## config.mk

```make
export PLATFORM = sky130hd
export DESIGN_NAME = divider
export DESIGN_NICKNAME = d
export VERILOG_FILES = /design/src/rtl/divider.sv
export SDC_FILE = /design/constraint.sdc
export NUM_CORES = 1
export LEC_CHECK = 0
export ABC_AREA = 1
export BUFFER_PORTS_ARGS = -buffer_cell sky130_fd_sc_hd__buf_4
export CORE_UTILIZATION = 35
export DETAILED_ROUTE_END_ITERATION = 8
export PLACE_DENSITY = 0.61
export REMOVE_ABC_BUFFERS = 1
export SYNTH_ARGS = -nofsm -noshare
export SYNTH_HDL_FRONTEND = slang
export SYNTH_SLANG_ARGS = --single-unit
```

## constraint.sdc

```tcl
create_clock -name clk -period 16.8 [get_ports clk]
set_input_delay 2.52 -clock clk [delete_from_list [all_inputs] [get_ports clk]]
set_output_delay 2.52 -clock clk [all_outputs]
set_load 0.02 [all_outputs]
```

## src/rtl/divider.sv

```systemverilog
// ============================================================================
// Module   : divider
// Purpose  : Multi-cycle restoring divider, one quotient bit per clock, DIV/DIVU.
// Revision : 1.0  initial release
// ============================================================================
`default_nettype none

module divider #(
  parameter int WIDTH = 32
) (
  input  logic             clk,
  input  logic             rst,
  input  logic             start,
  input  logic [WIDTH-1:0] A,
  input  logic [WIDTH-1:0] B,
  input  logic             Sign,
  output logic             busy,
  output logic             done,
  output logic [WIDTH-1:0] quo,
  output logic [WIDTH-1:0] rem,
  output logic             divz
);

  localparam int CW = $clog2(WIDTH);

  typedef enum logic [1:0] {
    S_IDLE = 2'd0,
    S_CALC = 2'd1,
    S_FIX  = 2'd2
  } state_t;

  state_t           state_q, state_d;
  logic [CW-1:0]    count_q, count_d;
  logic [WIDTH-1:0] dvd_q, dvd_d;
  logic [WIDTH-1:0] dvs_q, dvs_d;
  logic [WIDTH:0]   prem_q, prem_d;
  logic             nega_q, nega_d;
  logic             negq_q, negq_d;
  logic             zero_q, zero_d;
  logic [WIDTH-1:0] quo_q, quo_d;
  logic [WIDTH-1:0] rem_q, rem_d;
  logic             divz_q, divz_d;
  logic             done_q, done_d;

  logic [WIDTH-1:0] w_mag_a;
  logic [WIDTH-1:0] w_mag_b;
  logic [WIDTH:0]   w_shift;
  logic [WIDTH:0]   w_trial;

  // Magnitudes stay unsigned so that |-2^31| = 2^31 is representable.
  assign w_mag_a = (Sign && A[WIDTH-1]) ? (-A) : A;
  assign w_mag_b = (Sign && B[WIDTH-1]) ? (-B) : B;

  // The dividend register doubles as the quotient shift register.
  assign w_shift = {prem_q[WIDTH-1:0], dvd_q[WIDTH-1]};
  assign w_trial = w_shift - {1'b0, dvs_q};

  always_comb begin
    state_d = state_q;
    count_d = count_q;
    dvd_d   = dvd_q;
    dvs_d   = dvs_q;
    prem_d  = prem_q;
    nega_d  = nega_q;
    negq_d  = negq_q;
    zero_d  = zero_q;
    quo_d   = quo_q;
    rem_d   = rem_q;
    divz_d  = divz_q;
    done_d  = 1'b0;

    unique case (state_q)
      S_IDLE: begin
        if (start) begin
          count_d = CW'(WIDTH - 1);
          prem_d  = '0;
          dvs_d   = w_mag_b;
          nega_d  = Sign & A[WIDTH-1];
          negq_d  = Sign & (A[WIDTH-1] ^ B[WIDTH-1]);
          divz_d  = 1'b0;
          if (B == '0) begin
            // Raw dividend is kept so the remainder can return A unmodified.
            zero_d  = 1'b1;
            dvd_d   = A;
            state_d = S_FIX;
          end else begin
            zero_d  = 1'b0;
            dvd_d   = w_mag_a;
            state_d = S_CALC;
          end
        end
      end

      S_CALC: begin
        count_d = count_q - 1'b1;
        if (!w_trial[WIDTH]) begin
          prem_d = w_trial;
          dvd_d  = {dvd_q[WIDTH-2:0], 1'b1};
        end else begin
          prem_d = w_shift;
          dvd_d  = {dvd_q[WIDTH-2:0], 1'b0};
        end
        if (count_q == '0) begin
          state_d = S_FIX;
        end
      end

      S_FIX: begin
        done_d  = 1'b1;
        state_d = S_IDLE;
        if (zero_q) begin
          quo_d  = '1;
          rem_d  = dvd_q;
          divz_d = 1'b1;
        end else begin
          quo_d  = negq_q ? (-dvd_q) : dvd_q;
          rem_d  = nega_q ? (-prem_q[WIDTH-1:0]) : prem_q[WIDTH-1:0];
          divz_d = 1'b0;
        end
      end

      default: begin
        state_d = S_IDLE;
      end
    endcase
  end

  always_ff @(posedge clk or posedge rst) begin
    if (rst) begin
      state_q <= S_IDLE;
      count_q <= '0;
      dvd_q   <= '0;
      dvs_q   <= '0;
      prem_q  <= '0;
      nega_q  <= 1'b0;
      negq_q  <= 1'b0;
      zero_q  <= 1'b0;
      quo_q   <= '0;
      rem_q   <= '0;
      divz_q  <= 1'b0;
      done_q  <= 1'b0;
    end else begin
      state_q <= state_d;
      count_q <= count_d;
      dvd_q   <= dvd_d;
      dvs_q   <= dvs_d;
      prem_q  <= prem_d;
      nega_q  <= nega_d;
      negq_q  <= negq_d;
      zero_q  <= zero_d;
      quo_q   <= quo_d;
      rem_q   <= rem_d;
      divz_q  <= divz_d;
      done_q  <= done_d;
    end
  end

  assign busy = (state_q != S_IDLE);
  assign done = done_q;
  assign quo  = quo_q;
  assign rem  = rem_q;
  assign divz = divz_q;

endmodule

`default_nettype wire

```

**Word-level counts from Yosys, hierarchy flattened**

Index checks and enable logic that the tools add are counted.

- Memory bits (writable): 0
- Input port bits: 68
- Flip-flop bits (word level): 172
- Memories: 0
- Output and inout port bits: 67
- Latch bits: 0
- Memory bits (read-only): 0

- Equal/unequal tests: 4
- $lt $le $gt $ge: 0
- Add/subtract/negate cells: 6
- Shift operators: 0
- Bitwise operators: 3
- Divide/modulo/power cells: 0
- Muxes and demuxes: 24
- Reductions and logical operators: 12
- $mul: 0

Operators with widths:

| kind | count |
|---|---|
| 2-to-1 mux 32 bit | 10 |
| negator 32 bit | 4 |
| case mux 32 bit (2 select lines) | 2 |
| subtractor 33 x 32 -> 33 bit | 1 |
| logical NOT 32 bit | 1 |
| case mux 5 bit (2 select lines) | 1 |
| AND reduction 2 bit | 4 |
| 2-to-1 mux 2 bit | 3 |
| nonzero test 2 bit | 3 |
| logical NOT 5 bit | 1 |
| 2-to-1 mux 1 bit | 5 |
| 2-to-1 mux 5 bit | 1 |
| subtractor 5 x 1 -> 5 bit, second input constant | 1 |
| inequality test 2 bit, second input constant | 2 |
| case mux 2 bit (2 select lines) | 1 |
| AND 1 bit | 2 |
| == test 2 x 1 -> 1 bit, second input constant | 1 |
| == test 2 bit, second input constant | 1 |
| logical AND 1 bit | 2 |
| logical NOT 2 bit | 1 |
| case mux 1 bit (2 select lines) | 1 |
| XOR 1 bit | 1 |

**Longest topological paths before layout**

Gate-level depths: netlist of run 1.

- Depth after elaboration: 5
- Gate-level depth with buffers: 18
- Depth with buffers taken out: 17

**Worst setup path before layout of run 1**

Ideal clock, no wire load.

- Kind: in2reg
- Start: input B[0]
- End: register dvd_q[17]
- Setup slack: 12870 ps
- Arrival time: 3814 ps
- Stages: 12
- Required time: 16683 ps
- Cell sequence: inv_1 > ha_1 > nand3_2 > nor2_4 > nand3_2 > nor2_2 > nand3_2 > buf_4 > nand4_1 > nand3_1 > nand2_1 > nand2_1

- Longest elaborated chain between the ends: 4

Ends and longest elaborated chain:

| item | RTL line | RTL |
|---|---|---|
| start: declaration | 15 | `input logic [WIDTH-1:0] B,` |
| logical NOT 32 bit | 81 | `if (B == '0) begin` |
| 2-to-1 mux 32 bit | 81 |  |
| 2-to-1 mux 32 bit | 74 | `if (start) begin` |
| case mux 32 bit (2 select lines) | 72 | `unique case (state_q)` |
| end signal: assignment | 145 | `dvd_q <= dvd_d;` |
| end: declaration | 34 | `logic [WIDTH-1:0] dvd_q, dvd_d;` |

Every way passes these cells. The select of a mux whose other input is x is not followed.
A chain may end at the register's enable or synchronous reset.

**Worst setup path after layout of run 1**

- Start: input start
- End: register count_q[4]

- Longest elaborated chain between the ends: 2

Ends and longest elaborated chain:

| item | RTL line | RTL |
|---|---|---|
| start: declaration | 13 | `input logic start,` |
| inequality test 2 bit (no source line) | - |  |
| AND reduction 2 bit (no source line) | - |  |
| end signal: assignment | 144 | `count_q <= count_d;` |
| end: declaration | 33 | `logic [CW-1:0] count_q, count_d;` |

Every way passes these cells.

==> results.md, run 1 <==
* Worst r2r dst: state_q[1]
* Share of cells above drive strength 1 at 11.3%
* CTS Buffer Depth at 2
* Core ar. at 40000 µm²
* # DRC at 0
* Postcts setup bufs at 0
* Vias post-DR at 14800
* Post-route insts no fill at 2900
* Chip height at 204 µm
* Pins Over Slew Limit at 0
* Worst r2r src: state_q[0]
* Ports at 135
* Worst setup margin at 12.26 ns
* Synth-to-layout area growth at 13.7%
* HP Class: flop to flop
* CTS Root Cell: clkbuf_16
* Worst-Skew Late Latency at 0.46 ns
* Dpl hpwl at 37800 µm
* Vias in the first global route at 13800
* Critical Path Start Type: input pin
* Leak at 8.46 nW
* H-tree levels at 4
* Hold Slack at 0.486 ns
* Post-Syn Instances at 2275
* Cell row count at 73
* Peak supply drop at 98.1 µV
* Vias/cell at 5.09
* Most frequent cells in the layout: 744 x nand2_1, 317 x inv_1, 216 x nand3_1
* Outcome: finished, final reports clean
* Global-route wire length before repair at 76400 µm
* RD Place Congestion at 0.967
* Distinct cells, synth at 52
* Hold path endpoint: dvs_q[20]
* Cell taking the most area after synthesis: dfrtp_1
* Ys async rst share at 100%
* Hold path depth at 2
* Fmax at 220 MHz
* Largest net degree at the start of global routing at 108
* Sequential fraction of the synthesis area at 30.2%
* CP Class: input pin to flop
* Clock transition at path regs at 0.07 ns
* Synth Flop Type: dfrtp_1
* CTS resizes at 0
* Synthesized area at 14300 µm²
* Final Setup Violations at 0
* GR Overflow Total at 0
* ANT cells at 0
* Port Buf Inserts at 134
* Starting DRC count in detailed routing at 1138
* R2R cell count at 6
* CP Data Arrival Time at 4.91 ns
* Synth top area share at 30.2%
* CP Cell Sequence: buf_4, nand2_2, buf_4, inv_1, nor2_4, buf_4, nor3_1, nand2_1, a21oi_1, o21ai_0
* Flop2flop setup slack at 13.40 ns
* Initial antenna violation count at 0
* Crit. End Element: flop
* Dpl ws at 11.73 ns
* CTS tree: yes
* Number of synthesized flops with an enable pin at 0
* Total GRT Usage at 23.6%
* Unrepaired setup endpoints after global routing: false
* Routed len/inst at 16.6 µm
* Synth Register Bits at 172
* Fin crit period at 4.54 ns
* # fillers at 4402
* Clock buffers created by TritonCTS at 17
* Hold_buf cts at 0
* Area taken by flip-flops and latches at 4300 µm²
* HP Start: dvs_q[20]
* Final Hold Fails at 0
* ANT nets after route at 0
* Layout net count at 2469
* Placed insts at 2868
* Initial core utilization at 35.7%
* Post-layout util at 40.6%
* Final Skew at 0.0115 ns
* Most repeated library cell on the critical path: buf_4
* Area of the multi-input gates at 8360 µm²
* Clock sink count at 172
* Worst slew pin tran at 1.17 ns
* CP Max Fanout at 91
* Die width at 204 µm
* Relative slew slack at 22.0%
* 1st-pass router iterations at 8
* Worst Path Required at 17.17 ns
* P per Cell Area at 226 nW/µm²
* Fin crit share at 27.0%
* Routed WL at 48100 µm
* Yosys Warn Count at 0
* Synth area leaders: dfrtp_1 30%, nand2_1 20%, inv_1 8.4%, nand3_1 7.6%, nor2_1 5.3%
* CP peak stage delay at 0.71 ns
* Avg Inst Size Synth at 6.27 µm²
* Final TNS setup at 0 ns
* Critical path's slowest cell: buf_4
* Max cap viols at 0
* Most common cell after layout, fill and taps aside: nand2_1
* Full die area at 41600 µm²
## state kept, by name, summed over array words and instances (netlist names), 2 cells and up
register	flops
dvs_q	32
rem	32
state_q	2
count_q	5
dvd_q	32
quo	32
prem_q	32
## how the worst max path moves through the flow
stage / slack, ns / to / depth (start not counted) / start
after global placement: 11.80 / count_q[4] / 10 / start
after floorplan: 9.13 / dvd_q[2] / 6 / start
final: 12.26 / count_q[4] / 10 / start
after CTS: 12.21 / count_q[4] / 10 / start
after global routing: 11.96 / count_q[4] / 10 / start
after detailed placement: 11.73 / count_q[4] / 10 / start
## metrics by stage
| step | cell area, µm² | total power, mW |
|---|---|---|
| 2_1_floorplan | 13900 | 2.50 |
| 3_3_place_gp | 15700 | 3.22 |
| 5_1_grt | 16200 | 4.01 |
| 3_5_place_dp | 15700 | 3.25 |
| 4_1_cts | 16200 | 3.65 |
| 6_report | 16200 | 3.66 |
## worst max-delay path, delay by kind of cell
kind	cells	cell delay [ns]
buffers and inverters	4	1.71
AND/OR/NAND/NOR	4	0.46
AO/OA/AOI/OAI	2	0.17
## kinds of logic (layout without fill, tap and decap cells)
kind of cell / Yosys count / count (layout) / share of synthesized area, %
AND/OR/NAND/NOR: 1321 / 1321 / 40.5
buffers and inverters: 406 / 506 / 11.4
AO/OA/AOI/OAI: 275 / 275 / 10.7
flip-flops: 172 / 172 / 30.2
XOR/XNOR: 62 / 62 / 3.81
adder cells (fa/ha/maj): 39 / 39 / 3.47
## routing by layer
layer	track usage [%]	share of wire, %	up-vias
li1	-	-	7399
met1	32.7	47	6819
met2	37.9	45	488
met3	2.41	5.1	68
met4	8.59	2.9	0
met5	0	0	-
## layout make-up
cell class              instances  share of cell area [%]
flip-flops and latches        172                    26.5
clock inverters                14                   0.848
clock buffers                  18                    2.65
multi-input cells            1697                    51.6
inverters                     328                    7.62
well taps                     525                    4.05
repair buffers                146                    6.76
## power breakdown
part           total [mW]  switching [mW]  internal, mW
registers           0.837           0.218         0.619
logic                2.43            1.62         0.807
clock network       0.398           0.190         0.207
## cell usage after synthesis (8+ instances only)
| library cell | number |
|---|---|
| a21oi_1 | 102 |
| a31oi_1 | 16 |
| buf_1 | 10 |
| buf_2 | 11 |
| clkbuf_1 | 46 |
| dfrtp_1 | 172 |
| ha_1 | 38 |
| inv_1 | 318 |
| inv_2 | 9 |
| nand2_1 | 746 |
| nand2_2 | 29 |
| nand3_1 | 216 |
| nand3_2 | 15 |
| nand3b_1 | 16 |
| nand4_1 | 45 |
| nor2_1 | 200 |
| nor3_1 | 20 |
| o211ai_1 | 14 |
| o21ai_0 | 109 |
| xnor2_1 | 8 |
| xor2_1 | 54 |
Power figures use the tool's default switching activity.
==> run 2, diff against run 1 <==
- ABC_AREA: 1 -> 0
- PLACE_DENSITY: 0.61 -> 0.63
- clock period: 16.8 -> 3.9 ns (I/O delays scaled with it)
==> run 2 against run 1 <==
Effect of this change: via count down 33%; routed wire length down 34%; clock skew about the same; combinational power rose to 3.1 times the previous value; count of clock-buffer cells in the layout up 1; flip-flop and latch count unchanged; sequential power rose to 4.4 times the previous value; critical path depth up 2.
==> results.md, run 2 <==
* Synth Flop Type: dfrtp_1
* Pins Over Slew Limit at 0
* Top-count cell post-synth: dfrtp_1
* Critical path's slowest cell: or2_1
* CP peak stage delay at 0.45 ns
* RD Place Congestion at 0.850
* Starting DRC count in detailed routing at 692
* Post-route insts no fill at 1898
* Max cap viols at 0
* Clock sink count at 172
* Synth Register Bits at 172
* H-tree levels at 4
* # DRC at 0
* Leak at 5.87 nW
* Avg Inst Size Synth at 8.52 µm²
* Peak supply drop at 400 µV
* CP Data Arrival Time at 3.91 ns
* Flop2flop setup slack at 0.32 ns
* Total GRT Usage at 19.4%
* CP Cell Sequence: ha_1, fa_1, nor2b_1, o211ai_1, a21boi_0, buf_4, o211ai_1, a211o_1, and3_1, or2_1, a32o_1, a31o_2
* Final Setup Violations at 0
* Dpl hpwl at 23400 µm
* Synthesized area at 11500 µm²
* Fin crit period at 3.58 ns
* Simple-gate share of the synthesized area at 16.7%
* Final Hold Fails at 0
* Initial core utilization at 36.0%
* Post-synthesis mux area share at 2.88%
* Post-synthesis xor/xnor area fraction at 11.2%
* Largest net degree at the start of global routing at 105
* Number of synthesized flops with an enable pin at 0
* Clock buffers created by TritonCTS at 17
* Fin crit share at 91.9%
* GR Overflow Total at 0
* 1st-pass router iterations at 5
* Post-Syn Instances at 1345
* Worst-Skew Late Latency at 0.43 ns
* Final Total Pwr at 13.1 mW
* Cell row count at 65
* Core ar. at 31900 µm²
* Relative slew slack at 23.4%
* Synth-to-layout area growth at 17.6%
* ANT nets after route at 0
* ANT cells at 0
* Layout net count at 1557
* R2R cell count at 12
* Most common cell after layout, fill and taps aside: dfrtp_1
* Placed insts at 1866
* Worst r2r src: dvs_q[0]
* Vias/cell at 5.23
* Vias post-DR at 9926
* Routed len/inst at 16.8 µm
* Unrepaired setup endpoints after global routing: false
* Sequential fraction of the synthesis area at 37.5%
* Most frequent cells in the layout: 171 x dfrtp_1, 165 x o21ai_0, 159 x buf_4
* Clock transition at path regs at 0.07 ns
* Port Buf Inserts at 134
* Hold_buf cts at 0
* Ports at 135
* Worst Path Required at 4.23 ns
* Largest family of logic cells by synthesized area: compound AO/OA/AOI/OAI gates
* Adder-cell area share of the yosys netlist at 4.32%
* Post-synthesis compound-gate area fraction at 21.9%
* CTS Root Cell: clkbuf_16
* Crit. End Element: flop
* Ys async rst share at 100%
* Initial antenna violation count at 0
* Critical Path Start Type: flop
* CP Max Fanout at 13
* Vias in the first global route at 9615
* P per Cell Area at 975 nW/µm²
* Outcome: finished, final reports clean
* Die width at 183 µm
* Chip height at 183 µm
* Synth area leaders: dfrtp_1 38%, xor2_1 7.4%, o21ai_0 7.2%, a21oi_1 5.5%, nand2_1 5.0%
* Share of cells above drive strength 1 at 15.6%
* Final Skew at 0.0113 ns
* Synth top area share at 37.5%
* CTS tree: yes
* Cell taking the most area after synthesis: dfrtp_1
* Yosys Warn Count at 0
* CTS Buffer Depth at 2
* HP Class: input pin to async pin
* Worst r2r dst: prem_q[25]
* Full die area at 33500 µm²
* Distinct cells, synth at 75
* CP Class: flop to flop
* Most repeated library cell on the critical path: o211ai_1
* Global-route wire length before repair at 52100 µm
* Most frequent cells after synthesis: 172 x dfrtp_1, 165 x o21ai_0, 153 x nand2_1
* Postcts setup bufs at 0
* Worst slew pin tran at 1.15 ns
* Routed WL at 31900 µm
* Fmax at 279 MHz
run 2: cell count changes in the layout (fill, tap and decap cells not counted), moves of 32 or more:
cell	change
nor2_1	-103
nand2_1	-593
inv_1	-263
nand3_1	-207
xnor2_1	+42
xor2_1	+43
or3_1	+32
o21ai_0	+56
nand4_1	-37
mux2i_1	+33
run 2: logic make-up (layout without fill, tap and decap cells):
kind of cell               count (synthesis)  after routing
DFF                                      172            172
AOI/OAI and AO/OA                        428            428
muxes                                     33             33
buffers and inverters                    131            249
xor gates and xnor gates                 147            147
adders and majority gates                 39             39
and+or+nand+nor                          395            395
run 2: layer usage:
layer / part of all wire, % / wire [µm] / global-route usage (%)
met5: 0 / 0 / 0
met4: 1.4 / 461 / 5.40
met3: 4.9 / 1560 / 2.14
met2: 45 / 14300 / 30.3
met1: 49 / 15500 / 28.3
run 2: per-stage QoR:
step                      hold WS, ns  worst slack [ns]  cell area, µm²  TNS [ns]  utilization, %
final                           0.367             0.317           13500         0            42.3
after detailed placement        0.471            0.0936           12900         0            40.3
after global placement          0.463             0.199           12900         0            40.3
after global routing            0.457             0.174           13500         0            42.3
after CTS                       0.422             0.187           13500         0            42.3
after floorplan                 0.450             -1.35           11100   -231.37               -
run 2: layout make-up:
type | instances | area (µm²)
multi-input cells | 1042 | 6560
inverters | 56 | 215
repair buffers | 161 | 1230
fillers | 3216 | 18400
clock inverters | 13 | 175
flip-flops and latches | 172 | 4310
well taps | 435 | 544
clock buffers | 19 | 443
run 2: worst max-delay path by stage:
stage	from	endpoint	slack (ns)	depth (start not counted)
2_1_floorplan	rst	count_q[0]	-1.35	1
3_3_place_gp	B[2]	dvd_q[1]	0.20	10
3_5_place_dp	B[2]	dvd_q[1]	0.09	10
4_1_cts	dvs_q[0]	prem_q[11]	0.19	13
5_1_grt	dvs_q[0]	prem_q[25]	0.17	12
6_report	dvs_q[0]	prem_q[25]	0.32	12
run 2: what timing repair did:
action                                  CTS  global route
endpoints found under the setup margin    0             2
gates resized for setup                   0             1
endpoints found under the hold margin     0             0
run 2: worst max-delay path, delay by kind of cell, from the launching register on:
family | cells | cell delay, ns
compound gates | 6 | 1.35
simple gates | 3 | 0.91
fa+ha+maj | 2 | 0.63
flops | 1 | 0.43
buf+inv | 1 | 0.15
run 2: power breakdown:
part	internal, mW	switching (mW)	total [mW]
Sequential	2.65	1.04	3.69
Clock	1.04	0.780	1.82
Combinational	3.27	4.35	7.63
